[config.mk]
export PLATFORM = sky130hd
export DESIGN_NAME = data_compare_seq
export DESIGN_NICKNAME = d
export VERILOG_FILES = /design/src/rtl/data_compare_pkg.sv /design/src/rtl/DataCompare4.sv /design/src/rtl/data_compare_seq.sv
export SDC_FILE = /design/constraint.sdc
export NUM_CORES = 1
export LEC_CHECK = 0
export CAP_MARGIN = 20
export CORE_MARGIN = 4
export CORE_UTILIZATION = 58
export CTS_CLUSTER_DIAMETER = 80
export DETAILED_ROUTE_END_ITERATION = 16
export PLACE_DENSITY = 0.85
export SLEW_MARGIN = 5
export SYNTH_ARGS = -nofsm -noshare
export SYNTH_HDL_FRONTEND = slang
export SYNTH_SLANG_ARGS = --single-unit
[constraint.sdc]
create_clock -name iClk -period 4.18 [get_ports iClk]
set_clock_uncertainty 0.15 [all_clocks]
set_input_delay 0.836 -clock iClk [delete_from_list [all_inputs] [get_ports iClk]]
set_output_delay 0.836 -clock iClk [all_outputs]
set_load 0.02 [all_outputs]
[src/rtl/data_compare_pkg.sv]
// Shared definitions for the multi-cycle wide magnitude comparator.
package data_compare_pkg;

  localparam int unsigned NIB_W = 4;

  localparam logic [2:0] CMP_GT = 3'b100;
  localparam logic [2:0] CMP_LT = 3'b010;
  localparam logic [2:0] CMP_EQ = 3'b001;

  typedef enum logic [1:0] {
    ST_IDLE = 2'd0,
    ST_RUN  = 2'd1,
    ST_DONE = 2'd2
  } state_e;

endpackage

[src/rtl/DataCompare4.sv]
// 4-bit cascade magnitude comparator: a differing nibble decides, equal passes iData.
module DataCompare4
  import data_compare_pkg::*;
(
  input  logic [NIB_W-1:0] iData_a,
  input  logic [NIB_W-1:0] iData_b,
  input  logic [2:0]       iData,
  output logic [2:0]       oData
);

  always_comb begin
    oData = iData;
    if (iData_a > iData_b) begin
      oData = CMP_GT;
    end else if (iData_a < iData_b) begin
      oData = CMP_LT;
    end
  end

endmodule

[src/rtl/data_compare_seq.sv]
// Wide magnitude comparator that walks one shared 4-bit cascade comparator over
// the operand nibbles, LSB first, and returns the result plus max/min operands.
module data_compare_seq
  import data_compare_pkg::*;
#(
  parameter int unsigned WIDTH = 16
) (
  input  logic             iClk,
  input  logic             iRst_n,
  input  logic             iStart,
  input  logic [WIDTH-1:0] iData_a,
  input  logic [WIDTH-1:0] iData_b,
  output logic             oBusy,
  output logic             oDone,
  output logic [2:0]       oData,
  output logic [WIDTH-1:0] oMax,
  output logic [WIDTH-1:0] oMin
);

  localparam int unsigned NIB   = WIDTH / NIB_W;
  localparam int unsigned CNT_W = (NIB > 1) ? $clog2(NIB) : 1;

  state_e             state_q, state_d;
  logic [2:0]         casc_q, casc_d;
  logic [CNT_W-1:0]   cnt_q, cnt_d;
  logic [WIDTH-1:0]   sh_a_q, sh_a_d, sh_b_q, sh_b_d;
  logic [WIDTH-1:0]   hold_a_q, hold_a_d, hold_b_q, hold_b_d;
  logic               busy_q, busy_d, done_q, done_d;
  logic [2:0]         data_q, data_d;
  logic [WIDTH-1:0]   max_q, max_d, min_q, min_d;
  logic [2:0]         cmp_c;

  DataCompare4 u_cmp4 (
    .iData_a (sh_a_q[NIB_W-1:0]),
    .iData_b (sh_b_q[NIB_W-1:0]),
    .iData   (casc_q),
    .oData   (cmp_c)
  );

  always_ff @(posedge iClk or negedge iRst_n) begin
    if (!iRst_n) begin
      state_q  <= ST_IDLE;
      casc_q   <= CMP_EQ;
      cnt_q    <= '0;
      sh_a_q   <= '0;
      sh_b_q   <= '0;
      hold_a_q <= '0;
      hold_b_q <= '0;
      busy_q   <= 1'b0;
      done_q   <= 1'b0;
      data_q   <= 3'b000;
      max_q    <= '0;
      min_q    <= '0;
    end else begin
      state_q  <= state_d;
      casc_q   <= casc_d;
      cnt_q    <= cnt_d;
      sh_a_q   <= sh_a_d;
      sh_b_q   <= sh_b_d;
      hold_a_q <= hold_a_d;
      hold_b_q <= hold_b_d;
      busy_q   <= busy_d;
      done_q   <= done_d;
      data_q   <= data_d;
      max_q    <= max_d;
      min_q    <= min_d;
    end
  end

  always_comb begin
    state_d  = state_q;
    casc_d   = casc_q;
    cnt_d    = cnt_q;
    sh_a_d   = sh_a_q;
    sh_b_d   = sh_b_q;
    hold_a_d = hold_a_q;
    hold_b_d = hold_b_q;
    busy_d   = 1'b0;
    done_d   = 1'b0;
    data_d   = data_q;
    max_d    = max_q;
    min_d    = min_q;

    case (state_q)
      ST_IDLE, ST_DONE: begin
        if (iStart) begin
          sh_a_d   = iData_a;
          sh_b_d   = iData_b;
          hold_a_d = iData_a;
          hold_b_d = iData_b;
          casc_d   = CMP_EQ;
          cnt_d    = '0;
          busy_d   = 1'b1;
          state_d  = ST_RUN;
        end else begin
          state_d = ST_IDLE;
        end
      end
      ST_RUN: begin
        casc_d = cmp_c;
        sh_a_d = sh_a_q >> NIB_W;
        sh_b_d = sh_b_q >> NIB_W;
        cnt_d  = cnt_q + CNT_W'(1);
        busy_d = 1'b1;
        // Last nibble is the most significant, so its cascade output is final.
        if (cnt_q == CNT_W'(NIB - 1)) begin
          busy_d  = 1'b0;
          done_d  = 1'b1;
          data_d  = cmp_c;
          state_d = ST_DONE;
          if (cmp_c == CMP_LT) begin
            max_d = hold_b_q;
            min_d = hold_a_q;
          end else begin
            max_d = hold_a_q;
            min_d = hold_b_q;
          end
        end
      end
      default: state_d = ST_IDLE;
    endcase
  end

  assign oBusy = busy_q;
  assign oDone = done_q;
  assign oData = data_q;
  assign oMax  = max_q;
  assign oMin  = min_q;

endmodule

==> flow_summary.ini, run 1 <==
[synthesis]
yosys.area_share.adder_pct = 1.34
synth_area_um2 = 4670
synth.net_count = 535
yosys.area_share.simple_pct = 20.6
synth_top_family_by_area = simple AND/OR/NAND/NOR gates
yosys.area.top_type = dfrtp_1
synth_area_leaders = dfrtp_1 (57%), nand2_1 (15%), a21oi_2 (5.6%), a21oi_1 (3.9%), nor2_1 (3.1%)
yosysTopAreaCellShare_pct = 57.3
synth-xor-area-share_pct = 0
yosys_register_bits = 108
synthMuxAreaShare_pct = 0
synth-seq-area-share_pct = 57.8
avgSynthCellArea_um2 = 9.44
ys_types = 31
synth_compound_area_share_pct = 15.5
yosysWarnings = 0
synthCells = 495

[timing]
finalSetupTns_ns = 0
tightest_slew_ns = 0.886
rsz0062_at_grt = no
hold_violations = 0
whs_ns = 0.333
finalSetupViolations = 0
fin_crit_ns = 2.52
slew-limit-headroom_pct = 40.9
slew_viol_final = 0
fin_crit_sh_pct = 60.3
max_freq_mhz = 397

[place]
hpwl_mm = 7.55
gp_congestion = 0.869
dpl_cell_area_um2 = 5390
portBuffers = 71

[clock_tree]
numCtsBuffers = 9
cts_resized = 0
root_buffer = clkbuf_8
cts_hold_buf = 0
htree_levels = 3
clock-sinks = 108
cts.clk_slew.worst_paths_ns = 0.10
cts_max_path_buffers = 2
postCtsSetupBuffers = 0
cts_tree = built
insertion_delay_ns = 0.35

[drt]
highest_layer = met4
dr_total_vias = 3746
via_per_inst = 5.68
ant_nets = 0
drc = 0
drt_wl_total_mm = 10.9
met1_length_mm = 4.63
routedWlPerCell_um = 16.6
met2WireLength_mm = 5.39
drtPass1Iterations = 6
wl_met3_um = 625
drt_iter0_markers = 341

[power]
power.density_nw_per_um2 = 876
p_comb_share_pct = 48.4
finalPower_uw = 4890
seqPwrFrac_pct = 38.6
power_frac_clock_pct = 13.0
ir_drop_v = 0.000597
p_leak_uw = 0.00261
p_sw_share_pct = 44.3
internal_power_uw = 2730
netSwitchingPower_uw = 2170

[critical_path]
critPathArrivalTime_ns = 2.61
timing.rr.end = oMax[9]$_DFFE_PN0P_
rr_worst_depth = 6
crit_path_start_kind = input pin
end_kind = flop
timing.reg2reg.setup_slack_ns = 1.79
required_ns = 4.27
crit_path_max_fanout = 39
crit_type = input pin to flop
regToRegStartpoint = sh_a_q[3]$_DFFE_PN0P_

[floorplan]
chipHeight_um = 97.8
row_count = 32
core_area_um2 = 7770
die_w_um = 97.8
initial_core_util_pct = 60.2
ios = 72
die_area_um2 = 9560

[final_layout]
drive_gt1_share_pct = 11.7
syn2layout_area_growth_pct = 19.5
fill_cells = 557
num_antenna_cells = 0
final_area_um2 = 5590
nNetsFinal = 593

[min_path]
hold_path_class = flop to flop
holdPathStages = 2
whs_endpoint = sh_b_q[6]$_DFFE_PN0P_
hp-start = sh_b_q[6]$_DFFE_PN0P_

[global_route]
first_global_vias = 3597
grt_usage_pct = 23.2
antenna_found_initial = 0
grt-ovfl-total = 0
grt_pass1_wl_mm = 17.8
grt_max_degree = 74

[run_status]
status = completed

[run]
cap_viol_max_count = 0
==> per-layer routing <==
layer  track usage [%]  up-vias
li1                  -     1734
met1              31.6     1826
met2              38.1      157
met3              3.43       29
met4              8.73        0
met5                 0        -
==> cell families after synthesis <==
family	Yosys count
AND/OR/NAND/NOR	243
flip-flops	108
AO/OA/AOI/OAI	101
buffers and inverters	38
adder cells (fa/ha/maj)	5
==> power by group through the flow <==
stage          registers [µW]  logic [µW]  clock network, µW
2_1_floorplan            2040        1550                  0
4_1_cts                  1880        2380                639
3_5_place_dp             1900        2360                  0
3_3_place_gp             1880        2270                  0
6_report                 1890        2370                635
5_1_grt                  1940        2610                685
==> worst max path at each step <==
stage                          startpoint               endpoint
floorplan           sh_a_q[1]$_DFFE_PN0P_   oMax[10]$_DFFE_PN0P_
global placement                   iStart  sh_a_q[0]$_DFFE_PN0P_
detailed placement                 iStart  sh_b_q[1]$_DFFE_PN0P_
CTS                                iStart  sh_a_q[0]$_DFFE_PN0P_
global route                       iStart  sh_b_q[1]$_DFFE_PN0P_
finish                             iStart  sh_a_q[0]$_DFFE_PN0P_
==> synthesized netlist by cell type <==
| cell type | instances |
|---|---|
| a22oi_1 | 14 |
| a22o_1 | 4 |
| buf_6 | 7 |
| nor3_1 | 4 |
| and4_4 | 1 |
| nor2_1 | 38 |
| a31oi_1 | 1 |
| inv_1 | 6 |
| nand2b_1 | 3 |
| ha_1 | 5 |
| o211ai_1 | 1 |
| nor2b_4 | 1 |
| o211a_4 | 1 |
| o21ai_4 | 1 |
| o21a_4 | 1 |
| nand3_1 | 7 |
| inv_2 | 1 |
| nand3_2 | 1 |
| o21ai_1 | 2 |
| nand4_1 | 1 |
| a21oi_1 | 36 |
| o21ai_0 | 6 |
| a221o_1 | 4 |
| nand2_1 | 185 |
| nor2b_1 | 2 |
| buf_2 | 12 |
| dfrtp_1 | 107 |
| a21oi_2 | 30 |
| buf_4 | 2 |
| clkbuf_1 | 10 |
| dfstp_2 | 1 |
==> sequential cells by signal, summed over array words and instances (netlist names) <==
name and count:
hold_b_q 16, sh_a_q 16, oDone 1, cnt_q 2, hold_a_q 16, casc_q 3
state_q 2, oMin 16, sh_b_q 16, oMax 16, oData 3, oBusy 1
==> per-stage QoR <==
step                      cells  util [%]  setup WS, ns
final                       659      71.9          1.66
after global routing        659      71.9          1.58
after CTS                   659      71.9          1.70
after detailed placement    644      69.3          1.32
after global placement      644      69.3          1.39
after floorplan             495         -          2.31
==> cell usage in the layout (no fill, tap or decap) <==
cell type	Yosys	routed
inv_1	6	6
clkinvlp_4	0	3
clkbuf_8	0	10
nor2b_2	0	1
a31oi_1	1	1
a21oi_1	36	36
dfstp_2	1	1
nand4_1	1	1
o21ai_1	2	2
clkdlybuf4s50_1	0	70
o21a_4	1	1
nand2_1	185	184
inv_6	0	1
a22o_1	4	4
nor2b_4	1	2
dfrtp_1	107	107
and4_4	1	1
nand3_2	1	1
nor2_2	0	1
ha_1	5	5
a221o_1	4	4
a21oi_2	30	30
nand2_2	0	1
o21ai_4	1	1
bufinv_16	0	1
o21ai_0	6	6
nor3_1	4	4
o211a_4	1	1
nand3_1	7	7
inv_2	1	1
nor2_1	38	37
buf_4	2	8
a22oi_1	14	14
o211ai_1	1	1
nand2b_1	3	3
==> worst max-delay path, cell delays in order <==
cell,delay [ns]
clkdlybuf4s50_1,0.48
nor2b_4,0.45
buf_4,0.45
nor3_1,0.11
a221o_1,0.28
==> cell type report <==
| cell class | count | area [µm²] | share of cell area, % |
|---|---|---|---|
| flip-flops and latches | 108 | 2700 | 48.4 |
| multi-input cells | 349 | 1770 | 31.7 |
| repair buffers | 78 | 761 | 13.6 |
| clock buffers | 10 | 138 | 2.46 |
| well taps | 102 | 128 | 2.28 |
| clock inverters | 5 | 61.3 | 1.10 |
| inverters | 7 | 26.3 | 0.470 |
Power figures use the tool's default switching activity.
==> run 2, diff against run 1 <==
--- a/config.mk
+++ b/config.mk
@@ -7,10 +7,10 @@
 export LEC_CHECK = 0
 export CAP_MARGIN = 20
 export CORE_MARGIN = 4
-export CORE_UTILIZATION = 58
+export CORE_UTILIZATION = 48
 export CTS_CLUSTER_DIAMETER = 80
 export DETAILED_ROUTE_END_ITERATION = 16
-export PLACE_DENSITY = 0.85
+export PLACE_DENSITY = 0.75
 export SLEW_MARGIN = 5
 export SYNTH_ARGS = -nofsm -noshare
 export SYNTH_HDL_FRONTEND = slang
==> constraint.sdc (replaced) <==
create_clock -name iClk -period 2.1 [get_ports iClk]
set_clock_uncertainty 0.15 [all_clocks]
set_input_delay 0.42 -clock iClk [delete_from_list [all_inputs] [get_ports iClk]]
set_output_delay 0.42 -clock iClk [all_outputs]
set_load 0.02 [all_outputs]
==> flow_summary.ini, run 2 (synthesis results as in run 1) <==
[drt]
routedWlPerCell_um = 17.1
drc = 0
via_per_inst = 5.38
drtPass1Iterations = 5
dr_total_vias = 3763
ant_nets = 0
drt_wl_total_mm = 11.9
drt_iter0_markers = 283

[final_layout]
syn2layout_area_growth_pct = 25.6
drive_gt1_share_pct = 14.4
nNetsFinal = 605
num_antenna_cells = 0
layout_common_cells = nand2_1 (184), dfrtp_1 (107), clkdlybuf4s50_1 (70), nor2_1 (37)
mostFrequentLayoutCell = nand2_1
layout.cells.non_filler = 699

[clock_tree]
cts.clk_slew.worst_paths_ns = 0.10
cts_max_path_buffers = 2
clock-sinks = 108
numCtsBuffers = 9
root_buffer = clkbuf_8
postCtsSetupBuffers = 0
cts_tree = built
htree_levels = 3
insertion_delay_ns = 0.37

[timing]
tightest_slew_ns = 0.628
fin_crit_ns = 2.05
hold_violations = 0
fin_crit_sh_pct = 97.7
finalSetupViolations = 0
finalSetupTns_ns = 0
max_freq_mhz = 487
slew_viol_final = 0
final.setup.worst_slack_ns = 0.0487
slew-limit-headroom_pct = 58.1

[critical_path]
critPathArrivalTime_ns = 2.20
crit_path_max_fanout = 8
crit_type = flop to flop
required_ns = 2.25
end_kind = flop
crit_path_start_kind = flop

[place]
hpwl_mm = 7.91
gp_congestion = 0.910
portBuffers = 71
place_ws_ns = -0.00747
dp.cells = 678

[global_route]
grt_pass1_wl_mm = 18.9
antenna_found_initial = 0
grt_max_degree = 46
grt_usage_pct = 21.1
grt-ovfl-total = 0
first_global_vias = 3691

[floorplan]
chipHeight_um = 107
die_w_um = 107
die_area_um2 = 11400
row_count = 35
core_area_um2 = 9370
initial_core_util_pct = 49.9
ios = 72

[min_path]
hold_path_class = flop to flop

[power]
ir_drop_v = 0.00104
power.density_nw_per_um2 = 1810
p_leak_uw = 0.00271

[run]
cap_viol_max_count = 0

[run_status]
status = completed
==> run 2: cell count changes in the layout (fill, tap and decap cells not counted), sizes merged <==
| cell | before | now |
|---|---|---|
| o21a | 1 | 2 |
| clkbuf | 10 | 13 |
| buf | 8 | 16 |
| clkinv | 0 | 3 |
| dlygate4sd3 | 0 | 1 |
| inv | 8 | 7 |
| clkinvlp | 3 | 1 |
==> run 2: worst paths after layout <==
path	startpoint	endpoint	slack, ns	cells past startpoint
min in group asynchronous	iRst_n	sh_b_q[9]$_DFFE_PN0P_	0.35	2
min	sh_b_q[8]$_DFFE_PN0P_	sh_b_q[8]$_DFFE_PN0P_	0.33	2
min reg2reg	sh_b_q[8]$_DFFE_PN0P_	sh_b_q[8]$_DFFE_PN0P_	0.33	2
max in group asynchronous	iRst_n	hold_b_q[3]$_DFFE_PN0P_	0.76	3
max reg2reg	sh_b_q[1]$_DFFE_PN0P_	oMin[8]$_DFFE_PN0P_	0.05	8
max	sh_b_q[1]$_DFFE_PN0P_	oMin[8]$_DFFE_PN0P_	0.05	8
==> run 2: critical path, stage by stage, from the launching register on <==
cell and delay [ns]:
dfrtp_1 0.37, inv_1 0.12, ha_4 0.22, nor2b_4 0.12, o211a_4 0.27, o21ai_4 0.30
clkbuf_16 0.23, nand2_1 0.07, a21oi_2 0.12
==> run 2: layout make-up <==
class,count,area [µm²]
multi-input cells,350,1840
well taps,129,161
clock inverters,5,60.1
inverters,7,27.5
repair buffers,89,947
fillers,810,3500
flip-flops and latches,108,2700
clock buffers,11,131
==> run 2: per-layer routing <==
layer  GRT usage (%)  part of all wire (%)
met1            31.8                    45
met2            31.3                    46
met3            3.37                   7.0
met4            7.12                   1.5
met5               0                     0
==> run 2: repair_timing <==
item | in CTS | in global routing
hold buffers | 1 | 0
pin swaps | 0 | 1
gates cloned | 1 | 3
endpoints found under the setup margin | 3 | 31
gates resized for setup | 0 | 10
hold endpoints to repair | 24 | 0
==> run 2: report_power, final <==
part | internal (µW) | switching (µW) | leakage [µW]
combinational | 2340 | 3270 | 0.00130
clock | 558 | 705 | 0.0000939
sequential | 3070 | 714 | 0.00132
==> run 2: metrics by stage <==
stage / hold slack (ns) / area, µm² / utilization (%) / total power, µW
after floorplan: -0.0256 / 4670 / - / 7150
after global placement: 0.210 / 5540 / 59.1 / 8550
after detailed placement: 0.207 / 5540 / 59.1 / 8730
after CTS: 0.335 / 5750 / 61.3 / 10100
after global routing: 0.361 / 5870 / 62.6 / 11400
final: 0.332 / 5870 / 62.6 / 10700
==> run 3, diff against run 2 <==
--- a/config.mk
+++ b/config.mk
@@ -7,10 +7,12 @@
 export LEC_CHECK = 0
 export CAP_MARGIN = 20
 export CORE_MARGIN = 4
-export CORE_UTILIZATION = 48
+export CORE_UTILIZATION = 57
 export CTS_CLUSTER_DIAMETER = 80
 export DETAILED_ROUTE_END_ITERATION = 16
+export DONT_BUFFER_PORTS = 1
 export PLACE_DENSITY = 0.75
+export RECOVER_POWER = 25
 export SLEW_MARGIN = 5
 export SYNTH_ARGS = -nofsm -noshare
 export SYNTH_HDL_FRONTEND = slang
==> flow_summary.ini, run 3 (synthesis results as in run 1) <==
[drt]
dr_total_vias = 3525
drt_wl_total_mm = 11.4
drtPass1Iterations = 5
routedWlPerCell_um = 18.8
drt_iter0_markers = 266
drc = 0
via_per_inst = 5.81
ant_nets = 0

[floorplan]
die_area_um2 = 9710
core_area_um2 = 7850
initial_core_util_pct = 59.6
ios = 72
row_count = 32
chipHeight_um = 98.6
die_w_um = 98.6

[clock_tree]
cts_tree = built
clock-sinks = 108
cts.clk_slew.worst_paths_ns = 0.10
cts_max_path_buffers = 2
insertion_delay_ns = 0.36
cts_hold_buf = 11
htree_levels = 3
numCtsBuffers = 9
root_buffer = clkbuf_8

[timing]
hold_violations = 108
max_freq_mhz = 496
finalSetupViolations = 0
fin_crit_ns = 2.02
slew_viol_final = 0
whs_ns = -0.415
fin_crit_sh_pct = 96.1
rsz0062_at_grt = yes
slew-limit-headroom_pct = 59.5
tightest_slew_ns = 0.607
final.setup.worst_slack_ns = 0.0825

[place]
place_ws_ns = -0.0475
dpl_cell_area_um2 = 4730
portBuffers = 0
hpwl_mm = 7.24
gp_congestion = 0.797

[power]
power_frac_clock_pct = 13.3
netSwitchingPower_uw = 4530
p_sw_share_pct = 45.6
p_leak_uw = 0.00245
ir_drop_v = 0.00115
internal_power_uw = 5400
power.density_nw_per_um2 = 1920
finalPower_uw = 9930
seqPwrFrac_pct = 43.2
p_comb_share_pct = 43.5

[final_layout]
multi_input_area_um2 = 1820
mostFrequentLayoutCell = nand2_1
final_area_um2 = 5170
nNetsFinal = 540
layout_common_cells = nand2_1 (184), dfrtp_1 (107), nor2_1 (37), a21oi_1 (35), a21oi_2 (31)
seqCellArea_um2 = 2700
syn2layout_area_growth_pct = 10.5
num_antenna_cells = 0
final_core_util_pct = 65.8
drive_gt1_share_pct = 14.9
fill_cells = 634

[critical_path]
end_kind = flop
crit_type = flop to flop
regToRegStartpoint = sh_a_q[1]$_DFFE_PN0P_
required_ns = 2.21
path_depth = 6
rr_worst_depth = 6
path_delay_family = compound AO/OA/AOI/OAI gates
critPathArrivalTime_ns = 2.12
timing.reg2reg.setup_slack_ns = 0.08
crit_path_max_incr_delay_ns = 0.41
timing.rr.end = oMin[7]$_DFFE_PN0P_
path_cells = ha_1 -> nor2b_4 -> o211a_4 -> o21a_4 -> a21oi_2 -> a21oi_1
crit_path_start_kind = flop
crit_path_max_fanout = 16
cp_slowest_cell = dfrtp_1
worst-path-buf-inv = 0

[run]
cap_viol_max_count = 0

[global_route]
grt_usage_pct = 23.6
grt_max_degree = 109
grt-ovfl-total = 0
grt_pass1_wl_mm = 17.9
first_global_vias = 3334
antenna_found_initial = 0

[run_status]
violations = negative hold slack
status = finished with violations

[min_path]
hold_path_class = input pin to async pin
==> run 3: final cells by class <==
| type | count | area share, % |
|---|---|---|
| clock buffer | 10 | 2.66 |
| inverter | 7 | 0.508 |
| timing repair buffer | 23 | 5.52 |
| clock inverter | 6 | 1.38 |
| sequential | 108 | 52.3 |
| tap | 102 | 2.47 |
| multi-input combinational | 351 | 35.1 |
==> run 3: power groups by stage <==
stage | sequential [µW] | clock [µW] | combinational [µW]
2_1_floorplan | 4070 | 0 | 3080
5_1_grt | 4400 | 1440 | 4760
3_3_place_gp | 4270 | 0 | 3480
3_5_place_dp | 4310 | 0 | 3610
6_report | 4290 | 1320 | 4310
4_1_cts | 4270 | 1340 | 3770
==> run 3: worst max-delay path by stage <==
stage / from / end
after floorplan: sh_a_q[1]$_DFFE_PN0P_ / oMax[10]$_DFFE_PN0P_
after CTS: sh_a_q[1]$_DFFE_PN0P_ / oMax[4]$_DFFE_PN0P_
final: sh_a_q[1]$_DFFE_PN0P_ / oMin[7]$_DFFE_PN0P_
after global routing: sh_b_q[1]$_DFFE_PN0P_ / oMin[15]$_DFFE_PN0P_
after detailed placement: sh_a_q[3]$_DFFE_PN0P_ / oMax[4]$_DFFE_PN0P_
after global placement: sh_a_q[3]$_DFFE_PN0P_ / oMax[15]$_DFFE_PN0P_
==> run 3: what timing repair did <==
| action | CTS | global route |
|---|---|---|
| setup buffers | 0 | 1 |
| endpoints found under the setup margin | 32 | 11 |
| pin swaps | 0 | 2 |
| gates cloned | 1 | 3 |
| resized for setup | 1 | 4 |
| endpoints found under the hold margin | 119 | 108 |
==> run 3: through the flow <==
stage | TNS (ns) | instances
3_3_place_gp | 0 | 575
3_5_place_dp | -0.216 | 575
6_report | 0 | 607
2_1_floorplan | 0 | 495
4_1_cts | 0 | 603
5_1_grt | -0.00408 | 607
==> run 3: worst register-to-register path, stage by stage (launching register included) <==
cell and delay [ns]:
dfrtp_1 0.41, ha_1 0.33, nor2b_4 0.14, o211a_4 0.27, o21a_4 0.34, a21oi_2 0.19
a21oi_1 0.08
==> run 3: routing by layer <==
layer / up-vias / wire, µm / track usage, %
met4: 0 / 127 / 6.09
li1: 1634 / - / -
met5: - / 0 / 0
met1: 1757 / 4930 / 33.5
met3: 8 / 906 / 7.43
met2: 126 / 5450 / 35.7
